[config.mk]
export PLATFORM = sky130hd
export DESIGN_NAME = hdmi_text_render
export DESIGN_NICKNAME = d
export VERILOG_FILES = /design/src/rtl/hdmi_text_render.sv
export SDC_FILE = /design/constraint.sdc
export NUM_CORES = 1
export LEC_CHECK = 0
export ABC_AREA = 0
export BUFFER_PORTS_ARGS = -buffer_cell sky130_fd_sc_hd__buf_2
export CORE_ASPECT_RATIO = 0.9
export CORE_UTILIZATION = 35
export CTS_BUF_LIST = sky130_fd_sc_hd__clkbuf_8
export CTS_CLUSTER_DIAMETER = 30
export DETAILED_ROUTE_END_ITERATION = 10
export GPL_TIMING_DRIVEN = 1
export PLACE_DENSITY = 0.79
export RECOVER_POWER = 100
export SYNTH_ARGS = -nofsm -noshare
export SYNTH_HDL_FRONTEND = slang
export SYNTH_SLANG_ARGS = --single-unit
[constraint.sdc]
create_clock -name clk -period 2.9 [get_ports clk]
set_clock_uncertainty 0.05 [all_clocks]
set_input_delay 0.435 -clock clk [delete_from_list [all_inputs] [get_ports clk]]
set_output_delay 0.435 -clock clk [all_outputs]
set_load 0.1 [all_outputs]
[src/rtl/hdmi_text_render.sv]
// Text-mode pixel renderer: turns cell coordinates from the text-mode timing stage into
// 24-bit RGB video. Three pipeline stages line up with the synchronous text RAM and font ROM
// reads, and the timing signals are delayed to stay bit-aligned with the colour.
module hdmi_text_render #(
    parameter int unsigned CURSOR_FIRST_LINE = 18
) (
    input  logic        clk,
    input  logic        reset_n,
    input  logic        in_active,
    input  logic        in_h_sync,
    input  logic        in_v_sync,
    input  logic [4:0]  in_row,
    input  logic [4:0]  in_row_pixel,
    input  logic [6:0]  in_col,
    input  logic [3:0]  in_col_pixel,
    input  logic        cursor_enable,
    input  logic [4:0]  cursor_row,
    input  logic [6:0]  cursor_col,
    output logic [11:0] char_addr,
    input  logic [15:0] char_data,
    output logic [12:0] font_addr,
    input  logic [9:0]  font_data,
    output logic        out_active,
    output logic        out_h_sync,
    output logic        out_v_sync,
    output logic [23:0] out_rgb
);

    // Stage 1 registers
    logic [4:0] s1_row_pixel;
    logic [3:0] s1_col_pixel;
    logic       s1_active;
    logic       s1_h_sync;
    logic       s1_v_sync;
    logic       s1_cursor;

    // Stage 2 registers
    logic [3:0] s2_fg;
    logic [2:0] s2_bg;
    logic       s2_blink;
    logic [3:0] s2_col_pixel;
    logic       s2_active;
    logic       s2_h_sync;
    logic       s2_v_sync;
    logic       s2_cursor;

    // Frame counter and v_sync edge detector
    logic       v_sync_prev;
    logic [4:0] frame_cnt;
    logic       blink_phase;

    logic       cursor_hit;
    logic       glyph_bit;
    logic       final_bit;
    logic [3:0] colour_idx;
    logic [23:0] pixel_rgb;

    // Map an index bit and the intensity bit onto one 8-bit colour component.
    function automatic logic [7:0] palette_comp(input logic b, input logic i);
        logic [7:0] c;
        unique case ({b, i})
            2'b11:   c = 8'hFF;
            2'b10:   c = 8'hAA;
            2'b01:   c = 8'h55;
            default: c = 8'h00;
        endcase
        return c;
    endfunction

    assign char_addr   = {in_row, in_col};
    assign font_addr   = {char_data[7:0], s1_row_pixel};
    assign blink_phase = frame_cnt[4];

    // Cursor compares raw buffer row so it follows scrolled content, not the screen row.
    always_comb begin
        cursor_hit = cursor_enable && (in_row == cursor_row) && (in_col == cursor_col) &&
                     ({27'd0, in_row_pixel} >= CURSOR_FIRST_LINE);
    end

    // Stage 3 pixel selection: glyph bit, blink masking, cursor inversion, palette lookup.
    always_comb begin
        glyph_bit = 1'b0;
        if (s2_col_pixel <= 4'd9) begin
            glyph_bit = font_data[4'd9 - s2_col_pixel];
        end
        if (s2_blink && !blink_phase) begin
            glyph_bit = 1'b0;
        end
        final_bit  = glyph_bit ^ (s2_cursor && blink_phase);
        colour_idx = final_bit ? s2_fg : {1'b0, s2_bg};
        pixel_rgb  = {palette_comp(colour_idx[2], colour_idx[3]),
                      palette_comp(colour_idx[1], colour_idx[3]),
                      palette_comp(colour_idx[0], colour_idx[3])};
        if (!s2_active) begin
            pixel_rgb = 24'h000000;
        end
    end

    // Stage 1: capture coordinates, timing and the cursor hit alongside the text RAM read.
    always_ff @(posedge clk or negedge reset_n) begin
        if (!reset_n) begin
            s1_row_pixel <= '0;
            s1_col_pixel <= '0;
            s1_active    <= 1'b0;
            s1_h_sync    <= 1'b0;
            s1_v_sync    <= 1'b0;
            s1_cursor    <= 1'b0;
        end else begin
            s1_row_pixel <= in_row_pixel;
            s1_col_pixel <= in_col_pixel;
            s1_active    <= in_active;
            s1_h_sync    <= in_h_sync;
            s1_v_sync    <= in_v_sync;
            s1_cursor    <= cursor_hit;
        end
    end

    // Stage 2: capture the character attributes while the font ROM read is in flight.
    always_ff @(posedge clk or negedge reset_n) begin
        if (!reset_n) begin
            s2_fg        <= '0;
            s2_bg        <= '0;
            s2_blink     <= 1'b0;
            s2_col_pixel <= '0;
            s2_active    <= 1'b0;
            s2_h_sync    <= 1'b0;
            s2_v_sync    <= 1'b0;
            s2_cursor    <= 1'b0;
        end else begin
            s2_fg        <= char_data[11:8];
            s2_bg        <= char_data[14:12];
            s2_blink     <= char_data[15];
            s2_col_pixel <= s1_col_pixel;
            s2_active    <= s1_active;
            s2_h_sync    <= s1_h_sync;
            s2_v_sync    <= s1_v_sync;
            s2_cursor    <= s1_cursor;
        end
    end

    // Stage 3: registered video outputs.
    always_ff @(posedge clk or negedge reset_n) begin
        if (!reset_n) begin
            out_active <= 1'b0;
            out_h_sync <= 1'b0;
            out_v_sync <= 1'b0;
            out_rgb    <= 24'h000000;
        end else begin
            out_active <= s2_active;
            out_h_sync <= s2_h_sync;
            out_v_sync <= s2_v_sync;
            out_rgb    <= pixel_rgb;
        end
    end

    // Count frames on each rising edge of the raw input v_sync; wraps naturally at 32.
    always_ff @(posedge clk or negedge reset_n) begin
        if (!reset_n) begin
            v_sync_prev <= 1'b0;
            frame_cnt   <= '0;
        end else begin
            v_sync_prev <= in_v_sync;
            if (in_v_sync && !v_sync_prev) begin
                frame_cnt <= frame_cnt + 5'd1;
            end
        end
    end

endmodule

==> summary.md <==
| Metric | Value |
|---|---|
| Status | `finished, violations left` |
| Failing checks | `capacitance limit, slew limit` |
| Hold Slack | `~0.19 ns` |
| Final Setup Violations | `0` |
| Post-Syn Area | `about 1800 um2` |
| WL/cell | `11.4 um` |
| Placer Congestion | `about 0.76` |
| Layout Cells excl Fill | `277` |
| PD cells | `approximately 800 nW/um2` |
| Peak supply drop | `0.347 mV` |
| CTS Hold Bufs | `0` |
| Fin crit share | `0.754` |
| Final setup TNS | `0 ns` |
| Final WL | `3150 um` |
| CTS H-Tree Depth | `2` |
| Post-CTS sizing | `0` |
| PortBufs | `100` |
| Hpwl dp | `approximately 2500 um` |
| Fill cell count | `a little under 500` |
| Post-synthesis sequential area ratio | `0.561` |
| Synth-to-Final Area Change | `19.2%` |
| Critical path's top delay family | `buffers and inverters` |
| Clock Tree Buf Depth | `2` |
| Worst-Margin Slew | `approximately 2.1 ns` |
| DP Cell Count | `roughly 270` |
| Reg clk slew, reported paths | `0.08 ns` |
| Die Wd | `between 70 and 80 um` |
| Synth Warn # | `0` |
| Starting Density | `0.371` |
| Worst Path Buf+Inv | `1` |
| CTS tree | `done` |
| Iter 0 DRT Violations | `20` |
| Critical path, cell by cell | `clkbuf_1` |
| Synth unique cells | `26` |
| Io pins | `about 120` |
| Syn_nets | `roughly 210` |
| Overall Global Routing Usage | `0.123` |
| DRT Pass-1 Iters | `3` |
| Kind of critical path | `register to output pin` |
| First-pass GRT wire length | `~5100 um` |
| Count of state elements after synthesis | `just over 40` |
| Final Hold Fails | `0` |
| Clk pwr share | `0.313` |
| WP data arrival | `1.70 ns` |
| Tmin final | `between 2 and 2.5 ns` |
| Total clock sinks | `41` |
| Crit Path Max Fanout | `12` |
| Ant. Diodes | `0` |
| DRC | `0` |
| Postcts setup bufs | `0` |
| Fraction of layout cells with a size suffix above 1 | `0.321` |
| Data required, critical path | `2.41 ns` |
| P_sw | `0.000656 W` |
| Routed Antenna Nets | `0` |
| Post-layout util | `0.442` |
| Synth Area per Inst | `12.6 um2` |
| Slew Limit Headroom | `-0.373` |
| Vias per Instance | `~4.4` |
| RSZ-0062 raised after global routing | `no` |
| Num rows | `24` |
| Die area | `approximately 5500 um2` |
| Seq pwr share | `0.395` |
| HP Class | `input port to register` |
| Max frequency | `around 460 MHz` |
| Max Cap Viol | `1` |
| Largest net degree at the start of global routing | `42` |
| Max incr delay on CP | `0.90 ns` |
| Max Slew Vio Count | `42` |
| Leakage Power | `1.04 nW` |
| Syn Inst Count | `145` |
| Initial antenna violation count | `0` |
| Vias in the first global route | `1166` |
| CTS root buf | `clkbuf_8` |
| Final #Nets | `278` |
| Setup crit end kind | `output pin` |
| Worst-Skew Late Latency | `0.29 ns` |
| DIE HEIGHT | `just over 70 um` |
| Combinational share of power | `0.293` |
| Startpoint Class | `register` |
| P_int | `between 0.001 and 0.0015 W` |
| Slowest cell on the critical path | `clkbuf_1` |
| Overflow after GRT | `0` |
| Core area | `a little under 5000 um2` |
| Cts bufs inserted | `5` |
| Via count | `approximately 1200` |
| Switching share of power | `0.376` |
==> logic make-up after synthesis <==
group / Yosys count / share of synthesized area
flops: 41 / 0.561
xor+xnor: 18 / 0.0862
simple gates: 22 / 0.0596
compound gates: 10 / 0.0520
fa+ha+maj: 2 / 0.0137
buf+inv: 43 / 0.175
mux: 9 / 0.0527
==> placed cells by master, fill, tap and decap left out, drive strengths merged <==
cell type / count
o21ai: 1
a31o: 1
xor2: 12
a21oi: 2
o311ai: 1
inv: 3
a31oi: 1
o211a: 1
dfrtp: 41
nand4: 3
clkbuf: 51
a22oi: 1
nand3: 3
buf: 54
mux2: 2
bufinv: 2
nor2: 2
nor2b: 3
a2111oi: 1
nand2: 8
mux2i: 7
a211oi: 1
xnor2: 6
ha: 2
nor4: 3
==> synth_stat cells <==
library cell / number / area (um2)
o211a_1: 1 / 10.0
dfrtp_1: 41 / 1030
a31oi_1: 1 / 6.26
nor2_1: 2 / 7.51
o21ai_0: 1 / 5.00
nand2_1: 8 / 30.0
a21oi_2: 1 / 8.76
mux2_2: 1 / 11.3
nor4_1: 3 / 18.8
xnor2_1: 6 / 52.6
a22oi_1: 1 / 7.51
a31o_2: 1 / 8.76
inv_1: 2 / 7.51
mux2_4: 1 / 15.0
a21oi_1: 1 / 5.00
nor2b_1: 3 / 18.8
o311ai_0: 1 / 8.76
ha_1: 2 / 25.0
mux2i_1: 7 / 70.1
a211oi_4: 1 / 20.0
buf_6: 1 / 11.3
buf_4: 40 / 300
xor2_1: 12 / 105
nand3_1: 3 / 15.0
nand4_1: 3 / 18.8
a2111oi_2: 1 / 15.0
==> power by group through the flow <==
stage	clock network, W	logic [W]	registers (W)
floorplan	0	0.000433	0.000769
global placement	0	0.000518	0.000695
detailed placement	0	0.000528	0.000697
CTS	0.000561	0.000528	0.000688
global route	0.000588	0.000537	0.000698
finish	0.000545	0.000510	0.000688
==> per-layer routing <==
layer	vias to the layer above	share of wire	global-route usage
met5	-	0	0
met4	0	0.024	0.0638
met2	74	0.51	0.220
met1	552	0.36	0.124
li1	568	-	-
met3	14	0.10	0.0490
==> worst paths after layout <==
check,start,endpoint,slack [ns],cells past startpoint
max,out_rgb[22],out_rgb[0],0.71,1
min,char_data[12],s2_bg[0],0.19,1
max reg2reg,s2_col_pixel[1],out_rgb[7],0.77,7
min reg2reg,s2_h_sync,out_h_sync,0.30,0
max in group asynchronous,reset_n,s1_row_pixel[2],0.95,1
min in group asynchronous,reset_n,s2_fg[2],0.67,1
==> cell type report <==
cell class,count,area [um2],area share
Inverter,2,7.51,0.00345
Multi-Input combinational cell,61,483,0.222
Timing Repair Buffer,100,443,0.203
Clock inverter,3,68.8,0.0316
Clock buffer,5,68.8,0.0316
Sequential cell,41,1030,0.471
Tap cell,65,81.3,0.0373
==> sequential cells by signal, summed over array words and instances (netlist names), 3 cells and up <==
register	count
s2_bg	3
frame_cnt	5
out_rgb	4
s2_fg	4
s2_col_pixel	4
s1_col_pixel	4
s1_row_pixel	5
==> through the flow <==
stage,cell area [um2],setup slack [ns],power [W]
floorplan,1830,0.925,0.00120
global placement,2100,0.931,0.00121
detailed placement,2100,0.737,0.00123
CTS,2240,0.724,0.00178
global route,2180,0.460,0.00182
finish,2180,0.712,0.00174
No activity file was read; power rests on OpenSTA's default activity.
